==> src/rtl/ram_port_arbiter_if.sv <==
// Host-side and RAM-side bundle for ram_port_arbiter.
// slave = arbiter view, master = hosts/RAM view.
interface ram_port_arbiter_if #(
  parameter int NumHosts = 2
);
  logic [NumHosts-1:0]    host_req_i;
  logic [NumHosts-1:0]    host_gnt_o;
  logic [NumHosts-1:0]    host_we_i;
  logic [NumHosts*4-1:0]  host_be_i;
  logic [NumHosts*32-1:0] host_addr_i;
  logic [NumHosts*32-1:0] host_wdata_i;
  logic [NumHosts-1:0]    host_rvalid_o;
  logic [NumHosts*32-1:0] host_rdata_o;
  logic [NumHosts-1:0]    host_err_o;
  logic                   mem_req_o;
  logic                   mem_we_o;
  logic [3:0]             mem_be_o;
  logic [31:0]            mem_addr_o;
  logic [31:0]            mem_wdata_o;
  logic                   mem_rvalid_i;
  logic [31:0]            mem_rdata_i;

  modport slave (
    input  host_req_i, host_we_i, host_be_i,
    input  host_addr_i, host_wdata_i,
    input  mem_rvalid_i, mem_rdata_i,
    output host_gnt_o, host_rvalid_o,
    output host_rdata_o, host_err_o,
    output mem_req_o, mem_we_o, mem_be_o,
    output mem_addr_o, mem_wdata_o
  );

  modport master (
    output host_req_i, host_we_i, host_be_i,
    output host_addr_i, host_wdata_i,
    output mem_rvalid_i, mem_rdata_i,
    input  host_gnt_o, host_rvalid_o,
    input  host_rdata_o, host_err_o,
    input  mem_req_o, mem_we_o, mem_be_o,
    input  mem_addr_o, mem_wdata_o
  );
endinterface

==> src/rtl/ram_port_arbiter.sv <==
// Round-robin arbiter sharing one single-cycle RAM port
// between NumHosts requesters, with local out-of-range errors.
module ram_port_arbiter #(
  parameter int NumHosts = 2,
  parameter int Depth    = 128
) (
  input logic               clk_i,
  input logic               rst_i,
  ram_port_arbiter_if.slave bus
);
  localparam int HostIdxW = $clog2(NumHosts);

  logic [HostIdxW-1:0] ptr;
  logic [HostIdxW-1:0] win;
  logic [HostIdxW-1:0] pend_idx;
  logic                found;
  logic                gnt_any;
  logic                oor;
  logic                pend_valid;
  logic                pend_err;
  logic [31:0]         win_addr;

  // first requester at or after ptr, wrapping
  always_comb begin
    int k;
    found = 1'b0;
    win   = '0;
    k     = 0;
    for (int i = 0; i < NumHosts; i++) begin
      k = int'(ptr) + i;
      if (k >= NumHosts) k = k - NumHosts;
      if (!found && bus.host_req_i[k]) begin
        found = 1'b1;
        win   = HostIdxW'(k);
      end
    end
  end

  assign gnt_any  = found & ~rst_i;
  assign win_addr = bus.host_addr_i[32*win +: 32];
  assign oor      = {2'b00, win_addr[31:2]} >= 32'(Depth);

  always_comb begin
    bus.host_gnt_o  = '0;
    bus.mem_req_o   = 1'b0;
    bus.mem_we_o    = 1'b0;
    bus.mem_be_o    = '0;
    bus.mem_addr_o  = '0;
    bus.mem_wdata_o = '0;
    if (gnt_any) begin
      bus.host_gnt_o  = NumHosts'(1) << win;
      bus.mem_req_o   = ~oor;
      bus.mem_we_o    = bus.host_we_i[win];
      bus.mem_be_o    = bus.host_be_i[4*win +: 4];
      bus.mem_addr_o  = win_addr;
      bus.mem_wdata_o = bus.host_wdata_i[32*win +: 32];
    end
  end

  always_ff @(posedge clk_i or posedge rst_i) begin
    if (rst_i) begin
      ptr        <= '0;
      pend_valid <= 1'b0;
      pend_idx   <= '0;
      pend_err   <= 1'b0;
    end else begin
      pend_valid <= gnt_any;
      pend_idx   <= win;
      pend_err   <= oor;
      if (gnt_any) begin
        if (win == HostIdxW'(NumHosts - 1)) ptr <= '0;
        else ptr <= win + 1'b1;
      end
    end
  end

  // response steered from pending state; RAM data is same-cycle
  always_comb begin
    bus.host_rvalid_o = '0;
    bus.host_err_o    = '0;
    bus.host_rdata_o  = '0;
    if (pend_valid) begin
      bus.host_rvalid_o[pend_idx] = 1'b1;
      bus.host_err_o[pend_idx]    = pend_err;
      bus.host_rdata_o[32*pend_idx +: 32] =
        pend_err ? 32'h0 : bus.mem_rdata_i;
    end
  end

  a_gnt_onehot: assert property (
    @(posedge clk_i) disable iff (rst_i)
    $onehot0(bus.host_gnt_o));

  a_req_gnt: assert property (
    @(posedge clk_i) disable iff (rst_i)
    bus.mem_req_o |-> |bus.host_gnt_o);

  a_resp: assert property (
    @(posedge clk_i) disable iff (rst_i)
    |bus.host_gnt_o |=>
      bus.host_rvalid_o == $past(bus.host_gnt_o));

  a_ram_lat: assert property (
    @(posedge clk_i) disable iff (rst_i)
    (pend_valid && !pend_err) |-> bus.mem_rvalid_i);
endmodule

==> src/flat_wrapper.sv <==
// flat-port wrapper written by rule: the top's interface ports become plain ports
module ram_port_arbiter_flat 
#(
  parameter int NumHosts = 2,
  parameter int Depth    = 128
)
  (clk_i, rst_i, bus_host_req_i, bus_host_we_i, bus_host_be_i, bus_host_addr_i, bus_host_wdata_i, bus_mem_rvalid_i, bus_mem_rdata_i, bus_host_gnt_o, bus_host_rvalid_o, bus_host_rdata_o, bus_host_err_o, bus_mem_req_o, bus_mem_we_o, bus_mem_be_o, bus_mem_addr_o, bus_mem_wdata_o);
  ram_port_arbiter_if #(.NumHosts(NumHosts)) bus_i ();
  input logic clk_i;
  input logic rst_i;
  input wire logic [$bits(bus_i.host_req_i)-1:0] bus_host_req_i;
  input wire logic [$bits(bus_i.host_we_i)-1:0] bus_host_we_i;
  input wire logic [$bits(bus_i.host_be_i)-1:0] bus_host_be_i;
  input wire logic [$bits(bus_i.host_addr_i)-1:0] bus_host_addr_i;
  input wire logic [$bits(bus_i.host_wdata_i)-1:0] bus_host_wdata_i;
  input wire logic [$bits(bus_i.mem_rvalid_i)-1:0] bus_mem_rvalid_i;
  input wire logic [$bits(bus_i.mem_rdata_i)-1:0] bus_mem_rdata_i;
  output wire logic [$bits(bus_i.host_gnt_o)-1:0] bus_host_gnt_o;
  output wire logic [$bits(bus_i.host_rvalid_o)-1:0] bus_host_rvalid_o;
  output wire logic [$bits(bus_i.host_rdata_o)-1:0] bus_host_rdata_o;
  output wire logic [$bits(bus_i.host_err_o)-1:0] bus_host_err_o;
  output wire logic [$bits(bus_i.mem_req_o)-1:0] bus_mem_req_o;
  output wire logic [$bits(bus_i.mem_we_o)-1:0] bus_mem_we_o;
  output wire logic [$bits(bus_i.mem_be_o)-1:0] bus_mem_be_o;
  output wire logic [$bits(bus_i.mem_addr_o)-1:0] bus_mem_addr_o;
  output wire logic [$bits(bus_i.mem_wdata_o)-1:0] bus_mem_wdata_o;
  assign bus_i.host_req_i = bus_host_req_i;
  assign bus_i.host_we_i = bus_host_we_i;
  assign bus_i.host_be_i = bus_host_be_i;
  assign bus_i.host_addr_i = bus_host_addr_i;
  assign bus_i.host_wdata_i = bus_host_wdata_i;
  assign bus_i.mem_rvalid_i = bus_mem_rvalid_i;
  assign bus_i.mem_rdata_i = bus_mem_rdata_i;
  assign bus_host_gnt_o = bus_i.host_gnt_o;
  assign bus_host_rvalid_o = bus_i.host_rvalid_o;
  assign bus_host_rdata_o = bus_i.host_rdata_o;
  assign bus_host_err_o = bus_i.host_err_o;
  assign bus_mem_req_o = bus_i.mem_req_o;
  assign bus_mem_we_o = bus_i.mem_we_o;
  assign bus_mem_be_o = bus_i.mem_be_o;
  assign bus_mem_addr_o = bus_i.mem_addr_o;
  assign bus_mem_wdata_o = bus_i.mem_wdata_o;
  ram_port_arbiter #(.NumHosts(NumHosts), .Depth(Depth)) u_core (.clk_i(clk_i), .rst_i(rst_i), .bus(bus_i));
endmodule
==> config.mk <==
export PLATFORM = sky130hd
export DESIGN_NAME = ram_port_arbiter_flat
export DESIGN_NICKNAME = d
export VERILOG_FILES = /design/src/rtl/ram_port_arbiter_if.sv /design/src/rtl/ram_port_arbiter.sv /design/src/flat_wrapper.sv
export SDC_FILE = /design/constraint.sdc
export NUM_CORES = 1
export LEC_CHECK = 0
export BUFFER_PORTS_ARGS = -buffer_cell sky130_fd_sc_hd__clkbuf_2
export CORE_AREA = 4 4 122 124
export DETAILED_ROUTE_END_ITERATION = 8
export DIE_AREA = 0 0 126 128
export PLACE_DENSITY = 0.41
export REMOVE_ABC_BUFFERS = 1
export SKIP_CTS_REPAIR_TIMING = 1
export SYNTH_ARGS = -nofsm -noshare
export SYNTH_HDL_FRONTEND = slang
export SYNTH_SLANG_ARGS = --single-unit
==> constraint.sdc <==
create_clock -name clk_i -period 1.7 [get_ports clk_i]
set_input_delay 0.34 -clock clk_i [delete_from_list [all_inputs] [get_ports clk_i]]
set_output_delay 0.34 -clock clk_i [all_outputs]
set_load 0.05 [all_outputs]
# Yosys cells after proc, flatten, opt, wreduce, memory -nomap -nowiden
# Cells that the tools add are included.
dict set report word_totals {
  regBits 4
  inputBits 175
  output_inout_bits 140
  wordCells 58
}
dict set report classes {
  add_sub_neg 5
  magnitude_cmp 8
  n_shift 6
  muxes 27
  bitwise 5
  reduce_logical 3
}
# operator count
set ops {}
lappend ops {{2-to-1 mux 32 bit} 5}
lappend ops {{indexed part select 64 x 7 -> 32 bit} 2}
lappend ops {{AND 64 bit} 1}
lappend ops {{less-than comparator 32 x 3 -> 1 bit (second input constant)} 2}
lappend ops {{2-to-1 mux 64 bit} 1}
lappend ops {{variable shift 32 x 34 -> 64 bit (first input constant)} 1}
lappend ops {{indexed part select 32 x 34 -> 64 bit} 1}
lappend ops {{negation 6 -> 34 bit} 1}
lappend ops {{>= comparator 32 x 3 -> 1 bit (second input constant)} 1}
lappend ops {{subtractor 32 x 3 -> 32 bit (second input constant)} 1}
lappend ops {{>= comparator 30 x 8 -> 1 bit (second input constant)} 1}
lappend ops {{2-to-1 mux 1 bit} 16}
lappend ops {{indexed part select 8 x 4 -> 4 bit} 1}
lappend ops {{2-to-1 mux 2 bit} 3}
lappend ops {{less-than comparator 1 x 2 -> 1 bit (second input constant)} 2}
lappend ops {{2-to-1 mux 4 bit} 1}
lappend ops {{subtractor 1 x 2 -> 3 bit (second input constant)} 1}
lappend ops {{adder 1 x 1 -> 2 bit (second input constant)} 1}
lappend ops {{AND 2 bit} 1}
lappend ops {{>= comparator 1 x 2 -> 1 bit (second input constant)} 1}
lappend ops {{logical AND 1 bit} 2}
lappend ops {{inverter 1 bit} 2}
lappend ops {{<< shifter 1 x 1 -> 2 bit (first input constant)} 1}
lappend ops {{adder 1 bit (second input constant)} 1}
lappend ops {{other kinds (4)} 4}

# Depth between registers and ports, before layout
# Gate-level depths: netlist (run 1).
dict set report depth {
  ltp_word 13
  depth_mapped 6
  depth_no_buf 5
}

# Worst setup path before layout (run 1)
# Ideal clock, no wire load.
dict set report synth_timing {
  path_type {input port to output port}
  startpoint {in bus_host_addr_i[45]}
  endpoint {out bus_mem_req_o}
  arrival_ns 2.401
  t_required_ns 1.360
  setup_slack_ns -1.041
  stages 3
  path_buffers 0
  cell_sequence {nor4_1 -> nand4_1 -> o41ai_1}
}
dict set report synth_between {
  elab_chain_len 4
}
# item line_no
set synth_lines {}
lappend synth_lines {{start, declared} flat_wrapper.sv:14} ;# input wire logic [$bits(bus_i.host_addr_i)-1:0] bus_host_addr_i;
lappend synth_lines {{indexed part select 64 x 7 -> 32 bit} ram_port_arbiter.sv:40} ;# assign win_addr = bus.host_addr_i[32*win +: 32];
lappend synth_lines {{>= comparator 30 x 8 -> 1 bit} ram_port_arbiter.sv:41} ;# assign oor = {2'b00, win_addr[31:2]} >= 32'(Depth);
lappend synth_lines {{inverter 1 bit} ram_port_arbiter.sv:52} ;# bus.mem_req_o = ~oor;
lappend synth_lines {{2-to-1 mux 1 bit} ram_port_arbiter.sv:50} ;# if (gnt_any) begin
lappend synth_lines {{end, declared} flat_wrapper.sv:22} ;# output wire logic [$bits(bus_i.mem_req_o)-1:0] bus_mem_req_o;
# Every way passes these cells.

# Worst setup path after layout (run 1)
dict set report layout_timing {
  startpoint {reg u_core.ptr}
  endpoint {out bus_mem_wdata_o[7]}
}
dict set report layout_between {
  elab_chain_len 11
  word_cells_on_any_way 22
  cone_classes {add/sub: 3; order compare: 2; shift: 1; mux: 13; bitwise: 1; reduce/logical: 2}
}
# item line_no
set layout_lines {}
lappend layout_lines {{start, declared} ram_port_arbiter.sv:13} ;# logic [HostIdxW-1:0] ptr;
lappend layout_lines {{start signal, assigned} ram_port_arbiter.sv:72} ;# else ptr <= win + 1'b1;
lappend layout_lines {{parallel branches: the longest is 10 deep, another holds subtractor 32 x 3 -> 32 bit} --}
lappend layout_lines {{2-to-1 mux 32 bit (*)} ram_port_arbiter.sv:50}
lappend layout_lines {{end, declared} flat_wrapper.sv:26} ;# output wire logic [$bits(bus_i.mem_wdata_o)-1:0] bus_mem_wdata_o;
# Every way passes the cells marked *. The select of a mux whose other input is x is not followed.

==> metrics, run 1 <==
CP delay by family, top buffers and inverters; GRT Max-Usage Layer met2; VDD IR max ~0.28 mV; Gate Count Post-Synth ~300; CTS tree yes; Finished Cell Area around 0.0054 mm^2; worst path buffer plus inverter count 5; GPL Wtd Cong roughly 0.87; I/O pin total between 300 and 400; Core Area 0.0138 mm^2; failing checks negative setup slack; Seq cells post-synth 4; vias in the first global route about 3200; H-tree Lvls 1; vias between 3000 and 4000; cells along the critical path o21ai_4 > buf_6 > buf_6 > nor2_4 > buf_12 > buf_12 > a22o_1 > buf_12; fmax approximately 460 MHz; filler cell count in the final layout roughly 1400; CP most frequent cell buf_12; Final setup viols between 70 and 80; Chip Width between 100 and 150 um; remaining antenna violation count 0; Critical Path End Type output pin; fin. max-slew vios 0; total wire length approximately 13 mm; commonest non-fill, non-tap cell in the layout clkbuf_2; # DRC 0; clock buffer depth 2; starting DRC count in detailed routing 103; placed inst area between 0.004 and 0.005 mm^2; Num Clock Sinks 4; clock skew about 0.0013 ns; Starting Density 0.107; Worst EP arrival ~1.8 ns; via/cell ratio ~4.3; largest net degree at the start of global routing 42; number of hold violations in the final report 0; routed len/inst 15.6 um; CTS root buffer clkbuf_16; Worst-Margin Slew roughly 0.53 ns; met1 Use GR 0.149; pwr/cell area between 400 and 500 mW/mm^2; Unique masters post-synth 18; TritonRoute pass-1 iters 4; run status finished, violations left; clock transition at the registers of the reported paths 0.03 ns; overall routing resource usage 0.120; CP max stage delay 0.41 ns; crit-path max FO 11; Syn Std Cell Area 0.00148 mm^2; GRT met3 Usage 0.0263; dpl ws -0.458 ns; area grow syn2layout 267%; Row Count 43; HP Class in2async; layout cells sized above 1 0.692; Die ar. around 0.016 mm^2; Final #Nets 810; grt total ovfl 0; Critical Path Slowest Stage Cell dfrtp_1; first-pass GRT wire length about 16 mm; hpwl dp 9.54 mm; Crit Path Category reg2out; initial antenna violation count 0; Tmin final 2.16 ns; CP startpoint kind flop; Worst-Skew Late Latency roughly 0.22 ns; period utilisation layout 1.27; PnR worst setup slack -0.457 ns; Synth Warn # 0; # diodes 0; GR Util met2 0.212; CP Data Required Time roughly 1.4 ns; unrepaired setup endpoints after global routing yes; leakage approximately 2.6 nW; Syn Area/Cell slightly above 5 um^2; port buffer count roughly 310; Seq/Total Area, Yosys 0.0676; total CTS buffers 3; most frequent cells in the layout 176 x clkbuf_2, 82 x nand2_1, 70 x buf_12; Slew HR 0.645; Die Ht around 130 um; Max-Cap Viols 0
-- kinds of logic (layout without fill, tap and decap cells) --
logic type             Yosys count  in the layout  share of synthesized area
AND/OR/NAND/NOR                182            182                      0.489
AO/OA/AOI/OAI                   73             73                      0.351
buffers and inverters           35            374                     0.0921
flip-flops                       4              4                     0.0676
-- worst paths after layout --
| check | start | endpoint | slack [ns] | depth (start not counted) |
|---|---|---|---|---|
| min in group clk_i | u_core.ptr | u_core.ptr | 0.57 | 2 |
| worst min register to register | u_core.ptr | u_core.ptr | 0.57 | 2 |
| worst max register to register | u_core.ptr | u_core.ptr | 0.22 | 8 |
| worst min-delay path | rst_i | u_core.pend_err | 0.1 | 3 |
| worst max-delay path | u_core.ptr | bus_mem_wdata_o[7] | -0.46 | 8 |
| max in group asynchronous | rst_i | u_core.ptr | 1.50 | 3 |
-- sequential cells by signal, summed over array words and instances, names as in the netlist --
signal	cells
u_core.pend_idx	1
u_core.pend_valid	1
u_core.ptr	1
u_core.pend_err	1
-- cell usage after synthesis --
cell type,n,area share
a21oi_1,31,0.10
a22o_1,39,0.23
buf_2,4,0.014
clkbuf_1,23,0.058
clkinv_1,1,0.0025
dfrtp_1,4,0.068
inv_1,5,0.013
inv_2,2,0.0051
nand2_1,95,0.24
nand2b_1,1,0.0042
nand4_1,2,0.0085
nor2_1,69,0.17
nor3_1,4,0.014
nor4_1,10,0.042
o21ai_1,1,0.0034
o21ai_2,1,0.0059
o41ai_1,1,0.0059
or4_1,1,0.0051
-- metrics by stage --
stage,total power [mW],instances,util,setup TNS (ns),hold slack (ns)
floorplan,0.820,267,-,-151.56,0.113
global placement,1.56,789,0.317,-11.67,0.333
global route,2.34,813,0.394,-30.12,0.121
CTS,1.94,792,0.323,-22.93,0.0978
finish,2.25,813,0.394,-25.48,0.0980
detailed placement,1.56,789,0.317,-11.23,0.330
-- power breakdown --
group,switching [mW],internal (mW)
Clock,0.0623,0.300
Combinational,0.976,0.801
Sequential,0.00544,0.103
-- tightest hold or removal path, delay by kind of cell --
family	cells	cell delay, ns
buffers and inverters	3	0.30
-- cell type report --
cell class / count / area, um^2 / area share
Clock buffer: 3 / 75.1 / 0.0138
Inverter: 8 / 30.0 / 0.00553
Multi-Input combinational cell: 255 / 1630 / 0.300
Sequential cell: 4 / 100 / 0.0184
Tap cell: 180 / 225 / 0.0415
Timing Repair Buffer: 363 / 3370 / 0.620
-- routing by layer --
layer / wire length [um] / vias up / part of all wire
met5: 0 / - / 0
met4: 119 / 0 / 0.0094
met3: 1120 / 8 / 0.088
met2: 6750 / 209 / 0.53
met1: 4700 / 1593 / 0.37
li1: - / 1686 / -
No activity file was read; power rests on OpenSTA's default activity.
==> run 2, diff against run 1 <==
Settings changed: ABC_AREA set to 1, HOLD_SLACK_MARGIN set to 0.12, PLACE_DENSITY 0.41 to 0.42.
==> run 2 against run 1 <==
Compared with the run above:
- the run still ends with negative setup slack left
- die area unchanged
- first-iteration DRC count down 27%
- final cell count up 6.4%
- non-clock buffer count up 10
- clock skew about the same
- worst hold slack better by 0.062 ns
- critical path depth up 5
- clock power about the same
- critical path type unchanged
- critical endpoint is now bus_mem_req_o
- highest routed layer unchanged
==> metrics, run 2 <==
Worst-Margin Slew 0.318 ns (-0.207 ns); grt total ovfl 0 (unchanged); Gate Count Post-Synth 334 (+14%); Final setup viols 72 (unchanged); first-pass GRT wire length 17.5 mm (+8.3%); Die Ht 128 um (unchanged); PnR worst setup slack -0.476 ns (-0.0187 ns); CP startpoint kind flop; fin. max-slew vios 0 (unchanged); synth top area cells nand2_1 22%, nor2_1 21%, a22o_1 20%; Syn Area/Cell 5.06 um^2 (+0.60%); Post-synth ARST share 1.00 (unchanged); Seq cells post-synth 4 (unchanged); Syn Std Cell Area 0.00169 mm^2 (+14%); VDD IR max 0.247 mV (-11%); Worst EP arrival 1.84 ns (+0.02 ns); Worst-Skew Late Latency 0.22 ns (about the same); # diodes 0 (unchanged); layout cells sized above 1 0.674 (-0.0175); Comb pwr share 0.811 (+0.020); EDFF count, synth 0 (unchanged); Unique masters post-synth 23 (+5); Final #Nets 862 (+6.4%); worst path buffer plus inverter count 4 (-1); CP delay by family, top simple AND/OR/NAND/NOR gates; total CTS buffers 3 (unchanged); starting DRC count in detailed routing 75 (-27%); failing checks negative setup slack; vias 3648 (+4.3%); crit-path max FO 7 (-4); GPL Wtd Cong 0.939 (+8.1%); Tmin final 2.18 ns (+0.0187 ns); Post-synth top cells 99 x nand2_1, 93 x nor2_1, 39 x a22o_1; leakage 2.91 nW (+11%); Final Core Density 0.416 (+0.0217); Yosys top cell by area nand2_1; Pint 1.35 mW (+12%); Tot Pwr 2.49 mW (+11%); H-tree Lvls 1 (unchanged); number of hold violations in the final report 0 (unchanged); clock power share 0.146 (-0.015); Slew HR 0.789 (+0.144); CP max stage delay 0.33 ns (-0.08 ns); Finished Cell Area 0.00573 mm^2 (+5.5%); routed len/inst 15.2 um (-2.7%); Sw Pwr 1.14 mW (+8.9%); remaining antenna violation count 0 (unchanged); total wire length 13.1 mm (+3.5%); placed cells 847 (+7.4%); Row Count 43 (unchanged); Critical Path End Type output pin; Sw Ratio 0.456 (-0.00794); area grow syn2layout 238%; via/cell ratio 4.22 (-1.9%); pwr/cell area 435 mW/mm^2 (+5.0%); initial antenna violation count 0 (unchanged); clock buffer depth 2 (unchanged); run status finished, violations left; clock skew 0.00176 ns (+0.000479 ns); Reg power frac 0.043 (-0.005); placed inst area 0.00472 mm^2 (+8.0%); prevailing post-synth register cell dfrtp_1; period utilisation layout 1.28 (+0.0110); top cell type's share of synthesized area 0.220 (-0.0212); Starting Density 0.123 (+0.0154); vias in the first global route 3431 (+7.0%); most frequent cells in the layout 180 x clkbuf_2, 92 x nand2_1, 70 x buf_12; CTS root buffer clkbuf_16; Crit Path Category reg2out; largest net degree at the start of global routing 41 (-2.4%); Synth Warn # 0 (unchanged); Critical Path Slowest Stage Cell dfrtp_1; commonest non-fill, non-tap cell in the layout clkbuf_2; HP Class in2async; CTS tree yes; overall routing resource usage 0.131 (+0.0113); # DRC 0 (unchanged); clock transition at the registers of the reported paths 0.03 ns (about the same); Max-Cap Viols 0 (unchanged); port buffer count 313 (unchanged); unrepaired setup endpoints after global routing yes; top-count cell post-synth nand2_1; Seq/Total Area, Yosys 0.0592 (-0.00845); Final Non-Filler Cells 865 (+6.4%); CP Data Required Time 1.36 ns (about the same); Chip Width 126 um (unchanged); Num Clock Sinks 4 (unchanged); Die ar. 0.0161 mm^2 (unchanged); TritonRoute pass-1 iters 4 (unchanged); cells along the critical path inv_2 > nand2_8 > nand2_8 > buf_4 > buf_6 > nand2_1 > o21ai_2 > nor2_1 > nand2_1 > nor2_2 > nand2_2 > nor2_4 > buf_12; fmax 460 MHz (-0.86%); I/O pin total 315 (unchanged); hpwl dp 10.3 mm (+8.2%); dpl ws -0.338 ns (+0.120 ns); Core Area 0.0138 mm^2 (unchanged)
run 2: cell types whose count changed after synthesis, moves of 3 or more:
cell | before | now
nor3_1 | 4 | 0
nand2_1 | 95 | 99
nor2_1 | 69 | 93
buf_1 | 0 | 3
a21oi_1 | 31 | 17
o21ai_1 | 1 | 4
buf_2 | 4 | 11
inv_1 | 5 | 24
nor4_1 | 10 | 0
clkbuf_1 | 23 | 9
nand3_1 | 0 | 7
nand3b_1 | 0 | 9
run 2: through the flow:
step / setup TNS, ns / hold slack [ns]
floorplan: -131.23 / 0.122
global placement: -15.71 / 0.357
detailed placement: -16.36 / 0.360
CTS: -26.26 / 0.123
global route: -28.39 / 0.174
finish: -21.67 / 0.160
run 2: cell type report:
type,instances,area (um^2)
Sequential cell,4,100
Multi-Input combinational cell,278,1840
Clock buffer,3,75.1
Timing Repair Buffer,373,3380
Inverter,27,104
Fill cell,1345,8050
Tap cell,180,225
run 2: cell families after synthesis:
kind of cell | count (synthesis) | share of synthesized area
buffers and inverters | 54 | 0.145
DFF | 4 | 0.0592
and+or+nand+nor | 215 | 0.527
AOI/OAI and AO/OA | 61 | 0.269
run 2: final timing paths:
kind	start	endpoint	slack, ns	cells past startpoint
worst min register to register	u_core.ptr	u_core.ptr	0.57	2
worst max-delay path	u_core.ptr	bus_mem_req_o	-0.48	13
worst min-delay path	rst_i	u_core.pend_valid	0.16	3
max in group asynchronous	rst_i	u_core.pend_err	1.44	3
min in group clk_i	u_core.ptr	u_core.ptr	0.57	2
worst max register to register	u_core.ptr	u_core.pend_err	0.08	12
run 2: tightest hold or removal path, cell delays in order:
cell and delay, ns:
clkbuf_2 0.11, inv_1 0.11, buf_4 0.15
run 2: per-layer routing:
metal	part of all wire	up-vias	wire, um	GRT usage
met4	0.0065	0	86	0.0252
met1	0.36	1684	4790	0.150
met3	0.086	6	1130	0.0367
met2	0.54	181	7130	0.244
met5	0	-	0	0
li1	-	1777	-	-
run 2: power groups by stage:
stage | clock network, mW | registers [mW] | logic, mW
finish | 0.364 | 0.106 | 2.02
global route | 0.379 | 0.106 | 2.12
CTS | 0.373 | 0.106 | 1.76
detailed placement | 0 | 0.107 | 1.75
global placement | 0 | 0.106 | 1.75
floorplan | 0 | 0.106 | 0.782
==> run 3, diff against run 2 <==
Settings changed: CTS_BUF_LIST set to sky130_fd_sc_hd__clkbuf_4 sky130_fd_sc_hd__clkbuf_8 sky130_fd_sc_hd__clkbuf_16, SETUP_SLACK_MARGIN set to 0.05.
==> run 3 against run 2 <==
Compared with the run above:
- the run still ends with negative setup slack left
- die area unchanged
- core utilization up 5.8 points
- sequential share of layout area decreased by 0.21 points
- sequential cell count unchanged
- final cell count is 2.3% higher
- register-to-register slack worse by 0.49 ns
- wire length is 14% higher
- critical path depth stayed put
- clock-buffer cell count did not move
- setup slack got worse by 0.018 ns
- highest routed layer unchanged
==> metrics, run 3 (synthesis results as in run 2) <==
Crit Reg-Reg Startpoint u_core.ptr; Chip Width 126 um (unchanged); Final #Nets 882 (+2.3%); port buffer count 313 (unchanged); PnR worst setup slack -0.494 ns (-0.0179 ns); VDD IR max 0.256 mV (+3.4%); Starting Density 0.123 (unchanged); Final Core Density 0.474 (+0.0580); HP Class in2async; remaining antenna violation count 0 (unchanged); TritonRoute pass-1 iters 4 (unchanged); vias 3827 (+4.9%); Final setup viols 74 (+2.8%); H-tree Lvls 1 (unchanged); Num Clock Sinks 4 (unchanged); pwr/cell area 402 mW/mm^2 (-7.7%); Critical Path End Type output pin; Die Ht 128 um (unchanged); worst path buffer plus inverter count 4 (unchanged); CTS root buffer clkbuf_16; Max-Cap Viols 0 (unchanged); routed len/inst 17.0 um (+12%); fmax 456 MHz (-0.82%); CP delay by family, top simple AND/OR/NAND/NOR gates; fin. max-slew vios 0 (unchanged); unrepaired setup endpoints after global routing yes; commonest non-fill, non-tap cell in the layout clkbuf_2; Crit Path Category reg2out; I/O pin total 315 (unchanged); clock buffer depth 2 (unchanged); filler cell count in the final layout 1241 (-7.7%); # diodes 0 (unchanged); RR Endpoint u_core.pend_err; CP max stage delay 0.33 ns (about the same); cells along the critical path inv_2 > nand2_8 > nand2_8 > buf_4 > buf_6 > nand2_1 > o21ai_2 > nor2_1 > nand2_1 > nor2_2 > nand2_2 > nor2_4 > buf_12; failing checks negative setup slack; number of hold violations in the final report 0 (unchanged); initial antenna violation count 0 (unchanged); Tmin final 2.19 ns (+0.0179 ns); clock transition at the registers of the reported paths 0.03 ns (about the same); CTS tree yes; most frequent cells in the layout 173 x clkbuf_2, 72 x buf_6, 72 x buf_12; grt total ovfl 0 (unchanged); Reg2Reg Depth 17 (+5); CP Data Required Time 1.36 ns (about the same); period utilisation layout 1.29 (+0.0106); first-pass GRT wire length 17.5 mm (unchanged); vias in the first global route 3431 (unchanged); Core Area 0.0138 mm^2 (unchanged); WHS 0.156 ns (-0.00399 ns); total wire length 15.0 mm (+14%); # DRC 0 (unchanged); Slew HR 0.794 (+0.00538); Worst R2R Setup Slack -0.41 ns (-0.49 ns); Tot Pwr 2.62 mW (+5.2%); Critical Path Slowest Stage Cell dfrtp_1; starting DRC count in detailed routing 97 (+29%); Worst-Skew Late Latency 0.22 ns (about the same); total CTS buffers 3 (unchanged); via/cell ratio 4.32 (+2.5%); hpwl dp 10.3 mm (unchanged); leakage 3.17 nW (+8.8%); area grow syn2layout 286%; run status finished, violations left; largest net degree at the start of global routing 41 (unchanged); clock skew 0.00237 ns (+0.000609 ns); Worst-Margin Slew 0.310 ns (-0.00811 ns); CP startpoint kind flop; Row Count 43 (unchanged); Worst EP arrival 1.85 ns (about the same); layout cells sized above 1 0.787 (+0.113); dpl ws -0.338 ns (unchanged); overall routing resource usage 0.131 (unchanged); GPL Wtd Cong 0.939 (unchanged); crit-path max FO 7 (unchanged); Die ar. 0.0161 mm^2 (unchanged)
run 3: cell count changes in the layout (fill, tap and decap cells not counted), sizes merged:
| cell | before | now |
|---|---|---|
| buf | 172 | 211 |
| clkbuf | 204 | 185 |
run 3: metal layers:
| metal | wire length [um] | GRT usage | vias up | share of wire |
|---|---|---|---|---|
| met5 | 0 | 0 | - | 0 |
| met4 | 270 | 0.0252 | 0 | 0.018 |
| met3 | 1140 | 0.0367 | 20 | 0.076 |
| met2 | 8060 | 0.244 | 195 | 0.54 |
| met1 | 5570 | 0.150 | 1791 | 0.37 |
| li1 | - | - | 1821 | - |
run 3: worst max-delay path by stage:
stage	startpoint	endpoint	slack, ns	cells past startpoint
2_1_floorplan	rst_i	bus_mem_addr_o[0]	-1.98	4
3_3_place_gp	bus_host_req_i[0]	bus_mem_wdata_o[17]	-0.31	8
3_5_place_dp	bus_host_req_i[0]	bus_mem_req_o	-0.34	12
4_1_cts	u_core.ptr	bus_mem_req_o	-0.53	12
5_1_grt	u_core.ptr	bus_mem_req_o	-0.60	13
6_report	u_core.ptr	bus_mem_req_o	-0.49	13
run 3: final cells by class:
class | count | area [um^2] | share of cell area
repair buffers | 393 | 3860 | 0.591
multi-input cells | 278 | 2160 | 0.330
inverters | 27 | 111 | 0.0171
clock buffers | 3 | 75.1 | 0.0115
well taps | 180 | 225 | 0.0345
flip-flops and latches | 4 | 100 | 0.0153
run 3: worst reg2reg max path: cells and delay by family, from the launching register on:
family | cells | cell delay (ns)
flip-flops | 1 | 0.33
AO/OA/AOI/OAI | 1 | 0.06
buffers and inverters | 9 | 0.96
AND/OR/NAND/NOR | 7 | 0.66
run 3: per-stage QoR:
stage | setup TNS [ns] | instance area, um^2 | std cells
2_1_floorplan | -131.23 | 1550 | 307
3_3_place_gp | -15.71 | 4720 | 847
3_5_place_dp | -16.36 | 4720 | 847
4_1_cts | -26.26 | 4800 | 850
5_1_grt | -27.67 | 6520 | 885
6_report | -21.85 | 6520 | 885
run 3: where the power goes:
group / switching (mW) / total [mW] / internal (mW)
Sequential: 0.00419 / 0.107 / 0.103
Clock: 0.0661 / 0.367 / 0.300
Combinational: 1.14 / 2.15 / 1.01
Total: 1.21 / 2.62 / 1.41
